`src/rtl/snes_joy_pkg.sv`:
```
`default_nettype none
// ============================================================================
// Module   : snes_joy_pkg
// Brief    : Shared constants for the SNES controller reader: raw bit order,
//            gb joystick bit positions, FSM encoding and the button mapping.
// Revision : 1.0
// ============================================================================
package snes_joy_pkg;

    localparam int SNES_B       = 0;
    localparam int SNES_Y       = 1;
    localparam int SNES_SELECT  = 2;
    localparam int SNES_START   = 3;
    localparam int SNES_UP      = 4;
    localparam int SNES_DOWN    = 5;
    localparam int SNES_LEFT    = 6;
    localparam int SNES_RIGHT   = 7;
    localparam int SNES_A       = 8;
    localparam int SNES_X       = 9;
    localparam int SNES_L       = 10;
    localparam int SNES_R       = 11;
    localparam int SNES_SIG_LSB = 12;

    localparam int JOY_RIGHT  = 0;
    localparam int JOY_LEFT   = 1;
    localparam int JOY_UP     = 2;
    localparam int JOY_DOWN   = 3;
    localparam int JOY_A      = 4;
    localparam int JOY_B      = 5;
    localparam int JOY_SELECT = 6;
    localparam int JOY_START  = 7;

    localparam logic [2:0] ST_IDLE   = 3'd0;
    localparam logic [2:0] ST_STROBE = 3'd1;
    localparam logic [2:0] ST_HIGH   = 3'd2;
    localparam logic [2:0] ST_LOW    = 3'd3;
    localparam logic [2:0] ST_DONE   = 3'd4;

    // Pressed-high SNES buttons to the gb joystick byte.
    function automatic logic [7:0] snes_to_joy(input logic [11:0] p);
        logic [7:0] j;
        j             = '0;
        j[JOY_RIGHT]  = p[SNES_RIGHT];
        j[JOY_LEFT]   = p[SNES_LEFT];
        j[JOY_UP]     = p[SNES_UP];
        j[JOY_DOWN]   = p[SNES_DOWN];
        j[JOY_A]      = p[SNES_A];
        j[JOY_B]      = p[SNES_B];
        j[JOY_SELECT] = p[SNES_SELECT];
        j[JOY_START]  = p[SNES_START];
        return j;
    endfunction

endpackage
`default_nettype wire

```
`src/rtl/snes_joy_sync.sv`:
```
`default_nettype none
// ============================================================================
// Module   : snes_joy_sync
// Brief    : Two-flop synchroniser for the controller data line (idles high).
// Revision : 1.0
// ============================================================================
module snes_joy_sync (
    input  logic clk,
    input  logic rst,
    input  logic i_d,
    output logic o_q
);

    logic r_meta;
    logic r_sync;

    always_ff @(posedge clk) begin
        if (rst) begin
            r_meta <= 1'b1;
            r_sync <= 1'b1;
        end else begin
            r_meta <= i_d;
            r_sync <= r_meta;
        end
    end

    assign o_q = r_sync;

endmodule
`default_nettype wire

```
`src/rtl/snes_joy_reader.sv`:
```
`default_nettype none
// ============================================================================
// Module   : snes_joy_reader
// Brief    : Polls a SNES controller (strobe + 16 clocked bits) and produces the
//            gb joystick byte. Define SNES_JOY_TURBO_EN to add X/Y turbo.
// Revision : 1.0
// ============================================================================
module snes_joy_reader
    import snes_joy_pkg::*;
#(
    parameter int STROBE_CYCLES = 50,
    parameter int HALF_CYCLES   = 25,
    parameter int POLL_CYCLES   = 69905,
    parameter int TURBO_FRAMES  = 4
) (
    input  logic        clk,
    input  logic        reset,
    input  logic        joy_data,
    output logic        joy_strobe,
    output logic        joy_clock,
    output logic [7:0]  joystick,
    output logic [11:0] buttons,
    output logic        connected,
    output logic        frame_done
);

    localparam int c_CNT_MAX = (STROBE_CYCLES > HALF_CYCLES) ? STROBE_CYCLES : HALF_CYCLES;
    localparam int c_CNT_W   = (c_CNT_MAX > 1) ? $clog2(c_CNT_MAX) : 1;
    localparam int c_POLL_W  = (POLL_CYCLES > 1) ? $clog2(POLL_CYCLES) : 1;

    if (HALF_CYCLES < 4 || STROBE_CYCLES < 1 || TURBO_FRAMES < 1) begin : g_param_check
        $error("snes_joy_reader: illegal timing parameters");
    end

    logic [2:0]          r_state;
    logic [2:0]          w_state_nxt;
    logic [c_CNT_W-1:0]  r_cnt;
    logic [c_POLL_W-1:0] r_poll;
    logic [3:0]          r_bit;
    logic [14:0]         r_raw;
    logic                r_strobe;
    logic                r_jclk;
    logic [7:0]          r_joy;
    logic [11:0]         r_buttons;
    logic                r_connected;
    logic                r_frame_done;

    logic                w_data_s;
    logic                w_last;
    logic [15:0]         w_raw_full;
    logic [11:0]         w_p;
    logic                w_sig_ok;
    logic [7:0]          w_joy_base;
    logic [7:0]          w_joy;

    snes_joy_sync u_sync (
        .clk (clk),
        .rst (reset),
        .i_d (joy_data),
        .o_q (w_data_s)
    );

    assign w_last = (r_cnt == '0);

    always_comb begin
        w_state_nxt = r_state;
        case (r_state)
            ST_IDLE:   if (r_poll == '0) w_state_nxt = ST_STROBE;
            ST_STROBE: if (w_last) w_state_nxt = ST_HIGH;
            ST_HIGH:   if (w_last) w_state_nxt = (r_bit == 4'd15) ? ST_DONE : ST_LOW;
            ST_LOW:    if (w_last) w_state_nxt = ST_HIGH;
            ST_DONE:   w_state_nxt = ST_IDLE;
            default:   w_state_nxt = ST_IDLE;
        endcase
    end

    // Bit 15 is still on the synchroniser output when DONE is entered.
    assign w_raw_full = {w_data_s, r_raw};
    assign w_p        = ~w_raw_full[11:0];
    assign w_sig_ok   = (w_raw_full[15:SNES_SIG_LSB] == 4'hF);
    assign w_joy_base = snes_to_joy(w_p);

`ifdef SNES_JOY_TURBO_EN
    localparam int c_TF_W = (TURBO_FRAMES > 1) ? $clog2(TURBO_FRAMES) : 1;

    logic              r_phase;
    logic [c_TF_W-1:0] r_tcnt;

    always_ff @(posedge clk) begin
        if (reset) begin
            r_phase <= 1'b0;
            r_tcnt  <= '0;
        end else if (w_state_nxt == ST_DONE && w_sig_ok) begin
            if (r_tcnt == c_TF_W'(TURBO_FRAMES - 1)) begin
                r_tcnt  <= '0;
                r_phase <= ~r_phase;
            end else begin
                r_tcnt <= r_tcnt + 1'b1;
            end
        end
    end

    always_comb begin
        w_joy        = w_joy_base;
        w_joy[JOY_A] = w_p[SNES_A] | (w_p[SNES_X] & r_phase);
        w_joy[JOY_B] = w_p[SNES_B] | (w_p[SNES_Y] & r_phase);
    end
`else
    always_comb begin
        w_joy = w_joy_base;
    end
`endif

    always_ff @(posedge clk) begin
        if (reset) begin
            r_state      <= ST_IDLE;
            r_cnt        <= '0;
            r_poll       <= '0;
            r_bit        <= 4'd0;
            r_raw        <= '1;
            r_strobe     <= 1'b0;
            r_jclk       <= 1'b1;
            r_joy        <= 8'h00;
            r_buttons    <= 12'h000;
            r_connected  <= 1'b0;
            r_frame_done <= 1'b0;
        end else begin
            r_state      <= w_state_nxt;
            r_strobe     <= (w_state_nxt == ST_STROBE);
            r_jclk       <= (w_state_nxt != ST_LOW);
            r_frame_done <= (w_state_nxt == ST_DONE);

            if (r_state == ST_IDLE && w_state_nxt == ST_STROBE) begin
                r_poll <= c_POLL_W'(POLL_CYCLES - 1);
            end else if (r_poll != '0) begin
                r_poll <= r_poll - 1'b1;
            end

            if (w_state_nxt != r_state) begin
                case (w_state_nxt)
                    ST_STROBE: r_cnt <= c_CNT_W'(STROBE_CYCLES - 1);
                    ST_HIGH:   r_cnt <= c_CNT_W'(HALF_CYCLES - 1);
                    ST_LOW:    r_cnt <= c_CNT_W'(HALF_CYCLES - 1);
                    default:   r_cnt <= '0;
                endcase
            end else if (!w_last) begin
                r_cnt <= r_cnt - 1'b1;
            end

            if (w_state_nxt == ST_STROBE) begin
                r_bit <= 4'd0;
            end else if (r_state == ST_HIGH && w_last && r_bit != 4'd15) begin
                r_bit <= r_bit + 4'd1;
                r_raw <= {w_data_s, r_raw[14:1]};
            end

            if (w_state_nxt == ST_DONE) begin
                r_connected <= w_sig_ok;
                r_buttons   <= w_sig_ok ? w_p   : 12'h000;
                r_joy       <= w_sig_ok ? w_joy : 8'h00;
            end
        end
    end

    assign joy_strobe = r_strobe;
    assign joy_clock  = r_jclk;
    assign joystick   = r_joy;
    assign buttons    = r_buttons;
    assign connected  = r_connected;
    assign frame_done = r_frame_done;

endmodule
`default_nettype wire

```
`config.mk`:
```
export PLATFORM = sky130hd
export DESIGN_NAME = snes_joy_reader
export DESIGN_NICKNAME = d
export VERILOG_FILES = /design/src/rtl/snes_joy_pkg.sv /design/src/rtl/snes_joy_sync.sv /design/src/rtl/snes_joy_reader.sv
export SDC_FILE = /design/constraint.sdc
export NUM_CORES = 1
export LEC_CHECK = 0
export ABC_AREA = 1
export BUFFER_PORTS_ARGS = -buffer_cell sky130_fd_sc_hd__buf_2
export CORE_UTILIZATION = 63
export CTS_CLUSTER_DIAMETER = 50
export DETAILED_ROUTE_END_ITERATION = 8
export HOLD_SLACK_MARGIN = 0.12
export PLACE_DENSITY_LB_ADDON = 0.12
export SLEW_MARGIN = 5
export SYNTH_ARGS = -nofsm -noshare
export SYNTH_HDL_FRONTEND = slang
export SYNTH_HIERARCHICAL = 1
export SYNTH_SLANG_ARGS = --single-unit
```
`constraint.sdc`:
```
create_clock -name clk -period 3.29 [get_ports clk]
set_input_delay 0.1645 -clock clk [delete_from_list [all_inputs] [get_ports clk]]
set_output_delay 0.1645 -clock clk [all_outputs]
set_load 0.02 [all_outputs]
```
* Word-level counts from Yosys, hierarchy flattened
Cells that the tools add are included.
Operators by class: mux-type cells 12, reduce and logical (&&, ||, !) cells 13, $add $sub $neg 3, eq/ne operators 13, bitwise operators 2
Operator list (number):
- 2-to-1 mux 17 bit | 2
- zero test 17 bit | 1
- nonzero test 17 bit | 1
- subtractor 17 x 1 -> 17 bit (second input constant) | 1
- == test 3 x 2 -> 1 bit (second input constant) | 4
- 2-to-1 mux 12 bit | 1
- 2-to-1 mux 3 bit | 4
- 2-to-1 mux 6 bit | 2
- NOT 12 bit | 1
- case mux 6 bit (2 select lines) | 1
- case mux 3 bit (3 select lines) | 1
- == test 4 bit (second input constant) | 2
- 2-to-1 mux 8 bit | 1
- OR reduction 2 bit | 4
- == test 3 x 1 -> 1 bit (second input constant) | 2
- zero test 6 bit | 1
- subtractor 6 x 1 -> 6 bit (second input constant) | 1
- adder 4 x 1 -> 4 bit (second input constant) | 1
- inequality test 4 bit (second input constant) | 1
- == test 3 bit (second input constant) | 1
- logical AND 1 bit | 3
- zero test 3 bit | 1
- inequality test 3 x 2 -> 1 bit (second input constant) | 1
- inequality test 3 bit | 1
- other kinds (4) | 4
Word-level totals: bits in registers 71, output and inout bits 24, input port bits 3, logic and storage cells 57

* Depth between registers and ports, before layout
depth after elaboration 8, mapped depth 12, mapped depth without buffers 12

* Cells and area by module
The synthesis kept the hierarchy.
Modules (own cells, without submodules):
- snes_joy_reader | seq. area each 1221.2 um^2, cells an instance 364, times used 1, area each 2807.7 um^2
- snes_joy_sync | seq. area each 40.0 um^2, cells an instance 7, times used 1, area each 58.8 um^2

* Worst setup path after synthesis
No wires, ideal clock.
path type register -> register, start point reg r_bit[0], end point reg r_cnt[5], path buffers 0, setup time 121 ps, period minus slack after synthesis 1510 ps, stages on the path, launching flop included 10, slack 1780 ps, required time 3169 ps, arrival 1389 ps, cells stage by stage dfxtp_1 ha_1 nand3_1 inv_1 nand3_4 nand2_1 nor2_2 nand3_2 nand2_2 a21oi_1
Between the ends: word-level cells in the longest chain between the ends 8, elaborated cells between the ends (all ways) 12, classes of those cells 6 x eq/ne; 5 x mux; 1 x reduce/logical
RTL lines:
- start: declaration | RTL line snes_joy_reader.sv:39 | logic [3:0] r_bit;
- start signal: assignment | RTL line snes_joy_reader.sv:153 | r_bit <= r_bit + 4'd1;
- == test 4 bit * | RTL line snes_joy_reader.sv:70 | ST_HIGH: if (w_last) w_state_nxt = (r_bit == 4'd15) ? ST_DONE : ST_LOW;
- 2-to-1 mux 3 bit * (2 in a row) | RTL line snes_joy_reader.sv:70
- case mux 3 bit (3 select lines) * | RTL line snes_joy_reader.sv:67 | case (r_state)
- == test 3 x 2 -> 1 bit | RTL line snes_joy_reader.sv:140 | case (w_state_nxt)
- OR reduction 2 bit (no source line)
- case mux 6 bit (2 select lines) | RTL line snes_joy_reader.sv:140
- 2-to-1 mux 6 bit | RTL line snes_joy_reader.sv:139 | if (w_state_nxt != r_state) begin
- end signal: assignment | RTL line snes_joy_reader.sv:141 | ST_STROBE: r_cnt <= c_CNT_W'(STROBE_CYCLES - 1);
- end signal: assignment | RTL line snes_joy_reader.sv:142 | ST_HIGH: r_cnt <= c_CNT_W'(HALF_CYCLES - 1);
- end signal: assignment | RTL line snes_joy_reader.sv:143 | ST_LOW: r_cnt <= c_CNT_W'(HALF_CYCLES - 1);
- end: declaration | RTL line snes_joy_reader.sv:37 | logic [c_CNT_W-1:0] r_cnt;
Mark *: on every way between the ends. The rest lies on a longest branch, timed or not. A chain may end at the register's enable or synchronous reset.

* Worst setup path in the final report
start point reg r_cnt[0], end point reg r_joy[5], in the netlist joystick[5]
Between the ends: word-level cells in the longest chain between the ends 4, elaborated cells between the ends (all ways) 5, classes of those cells 1 x eq/ne; 3 x mux; 1 x reduce/logical
RTL lines:
- zero test 6 bit * | RTL line snes_joy_reader.sv:63 | assign w_last = (r_cnt == '0);
- 2-to-1 mux 3 bit (on tied branches) | RTL line snes_joy_reader.sv:69, snes_joy_reader.sv:71, snes_joy_reader.sv:70
- case mux 3 bit (3 select lines) * | RTL line snes_joy_reader.sv:67
- == test 3 bit * | RTL line snes_joy_reader.sv:157 | if (w_state_nxt == ST_DONE) begin
- end signal: assignment | RTL line snes_joy_reader.sv:160 | r_joy <= w_sig_ok ? w_joy : 8'h00;
- end: declaration | RTL line snes_joy_reader.sv:43 | logic [7:0] r_joy;
Marked as above.

==> results.md <==
- Count leader, synth: nand2_1
- Total gr overflow: 0
- Core box area: between 4000 and 5000 µm²
- Power consumption: between 2 and 3 mW
- Placed inst area: roughly 3000 µm²
- Endpoints failing setup: 0
- Vias in the first global route: 2166
- Sum Neg Setup Slack: 0 ns
- Critical path cell sequence: inv_1, ha_1, nand2_2, nor2_8, nand3_4, nor2_4, inv_2, or2_0, a21oi_1
- FF+latch count, synth: 63
- Headroom to the max-slew limit: 0.626
- CP delay by family, top: simple AND/OR/NAND/NOR gates
- Boundary pin count: 27
- Clock-pin slew on the worst setup and hold paths: roughly 0.070 ns
- DIE AREA: about 4800 µm²
- HP Class: in2reg
- R2R setup slack: 1.40 ns
- Sequential-to-total area share from yosys stat: 0.440
- Synth area leaders: dfxtp_1 (44%), nand2_1 (12%), a21oi_1 (5.8%), inv_1 (5.5%), nor2_1 (4.1%)
- Clock Tree Buf Depth: 2
- Clock latency on the worst-skew pair: between 0.3 and 0.4 ns
- # port buffers: 26
- Initial core utilization: 0.658
- Slew @ Worst Pin: about 0.56 ns
- H-tree levels: 3
- Worst-case reg-to-reg path depth: 9
- Reg-to-reg endpoint: joystick[5]
- Syn nets: roughly 380
- Final Core Density: 0.723
- Nets: 398
- # diodes: 0
- Fmax: approximately 530 MHz
- Wire per inst: approximately 12 µm
- Slowest-stage cell, CP: dfxtp_1
- DR pass1 iterations: 4
- Peak VDD IR: between 0.4 and 0.5 mV
- Post-synth EDFFs: 0
- CTS tree: yes
- FFs w/ async S/R, synth: 0
- Synth cell count leaders: nand2_1 (90), dfxtp_1 (63), inv_1 (42)
- Drt total wl: 5.18 mm
- Synthesized cell area: 2870 µm²
- Crit path required time: 3.55 ns
- Die X: roughly 70 µm
- Total track usage: 0.236
- Die height: ~69 µm
- Post-CTS setup buffers: 0
- Hold path cells: 2
- Residual DRC: 0
- CP Max Fanout: 17
- Worst Setup End Kind: register
- Reg area: 1260 µm²
- Area Overhead vs Synth: 9.86%
- Critical Path AT: about 2.2 ns
- Top-area cell type share of the netlist area: 0.440
- Final hold violation count: 0
- LEAKAGE: around 1.6 nW
- Max Cap Violations: 0
- Status: finished clean
- Fin crit share: 0.574
- Primary FF master, synth: dfxtp_1
- Wl on met1: between 2 and 3 mm
- Top sig layer: met4
- Detail Route Antenna Nets: 0
- Row cnt: 24
- Slew Viols, Final: 0
- WHS Endpoint: r_state[1]
- CTS Buf Count: 9
- Post-Synthesis Cells: around 370
- Via count: approximately 2.3k
- Root Buffer: clkbuf_8
- Synth warn: 6
- Drt via density: ~5.2
- Finished Cell Area: roughly 3100 µm²
- Clock sink total: 63
- Initial antenna violation count: 0
- Largest net degree at the start of global routing: 34
- Fin Clk Skew: roughly 0.0069 ns
- Cell Pwr Density: approximately 840 nW/µm²
- Hpwl dp: 3.58 mm
- Share of cells above drive strength 1: 0.179
- Cell taking the most area after synthesis: dfxtp_1
- Area of the multi-input gates: between 1000 and 1500 µm²
- Final min period: ~1.9 ns
- First-pass GRT wire length: between 9 and 10 mm
- CP Buf/Inv Count: 2
- Reg2reg start: r_cnt[0]
- Setup Crit Path Kind: reg2reg
- Metal3 WL: 154 µm
- Delay of the slowest critical-path stage: 0.30 ns
- Avg Inst Size Synth: 7.73 µm²
- Met2 routed WL: between 2 and 2.5 mm
- Hold path start: reset
- Number of fill cells: approximately 360
- Netlist cell types: 32
- Crit start category: register
- RSZ-0062 raised after global routing: no
- GPL Wtd Cong: 0.759
- First DRT Iteration DRCs: about 100
sequential cells by signal, summed over array words and instances (netlist names), 3 cells and up:
register,flops
buttons,5
r_raw,15
r_poll,17
r_cnt,6
r_state,3
r_bit,4
joystick,7
worst max-delay path by stage:
| stage | from | endpoint | slack [ns] | cells after the start |
|---|---|---|---|---|
| 6_report | r_cnt[0] | joystick[5] | 1.40 | 9 |
| 5_1_grt | r_cnt[0] | joystick[5] | 1.18 | 9 |
| 4_1_cts | r_cnt[0] | joystick[5] | 1.38 | 9 |
| 3_5_place_dp | reset | r_poll[2] | 1.29 | 4 |
| 3_3_place_gp | reset | r_poll[2] | 1.33 | 4 |
| 2_1_floorplan | r_bit[0] | r_cnt[5] | 1.78 | 9 |
cell families (layout without fill, tap and decap cells):
| family | after synthesis | count (layout) | synth area share |
|---|---|---|---|
| compound gates | 50 | 50 | 0.103 |
| fa+ha+maj | 4 | 4 | 0.0175 |
| simple gates | 178 | 178 | 0.302 |
| xor+xnor | 13 | 13 | 0.0397 |
| flops | 63 | 63 | 0.440 |
| buf+inv | 63 | 88 | 0.0982 |
cell usage in the layout, fill, tap and decap left out, types with 2 or more instances in the layout:
| master | instances |
|---|---|
| nand3_1 | 14 |
| nor2_2 | 6 |
| ha_1 | 4 |
| nor2_1 | 31 |
| clkbuf_1 | 2 |
| nor2_4 | 2 |
| a21oi_1 | 33 |
| clkinv_2 | 3 |
| nand3_2 | 2 |
| o21ai_0 | 3 |
| nand2_1 | 90 |
| nand2_2 | 8 |
| nand4_1 | 5 |
| nand3_4 | 3 |
| or2_2 | 3 |
| xnor2_1 | 4 |
| nor3_1 | 8 |
| o211ai_1 | 12 |
| xor2_1 | 9 |
| inv_1 | 42 |
| clkbuf_8 | 10 |
| inv_2 | 2 |
| dfxtp_1 | 63 |
| buf_2 | 26 |
| nand3b_1 | 2 |
per-stage QoR:
| stage | hold slack [ns] | worst slack [ns] | instances |
|---|---|---|---|
| 2_1_floorplan | 0.249 | 1.78 | 371 |
| 3_3_place_gp | 0.349 | 1.33 | 431 |
| 3_5_place_dp | 0.345 | 1.29 | 431 |
| 4_1_cts | 0.260 | 1.38 | 448 |
| 5_1_grt | 0.302 | 1.18 | 448 |
| 6_report | 0.270 | 1.40 | 448 |
what timing repair did:
item,CTS,global route
setup endpoints to repair,0,0
hold endpoints to repair,1,0
hold buffers,1,0
resized for setup,0,0
power breakdown:
| group | switching, mW | total [mW] | internal, mW |
|---|---|---|---|
| sequential | 0.0911 | 0.969 | 0.878 |
| combinational | 0.651 | 1.03 | 0.383 |
| clock | 0.286 | 0.654 | 0.367 |
layout make-up:
class | count | area share
clock inverters | 4 | 0.0143
multi-input cells | 245 | 0.420
flip-flops and latches | 63 | 0.400
repair buffers | 27 | 0.0445
clock buffers | 12 | 0.0461
inverters | 45 | 0.0536
well taps | 52 | 0.0207
metal layers:
layer	vias to the layer above	GRT usage
li1	1220	-
met1	1046	0.308
met2	41	0.380
met3	7	0.0392
met4	0	0.116
met5	-	0
(Power assumes the default switching activity.)
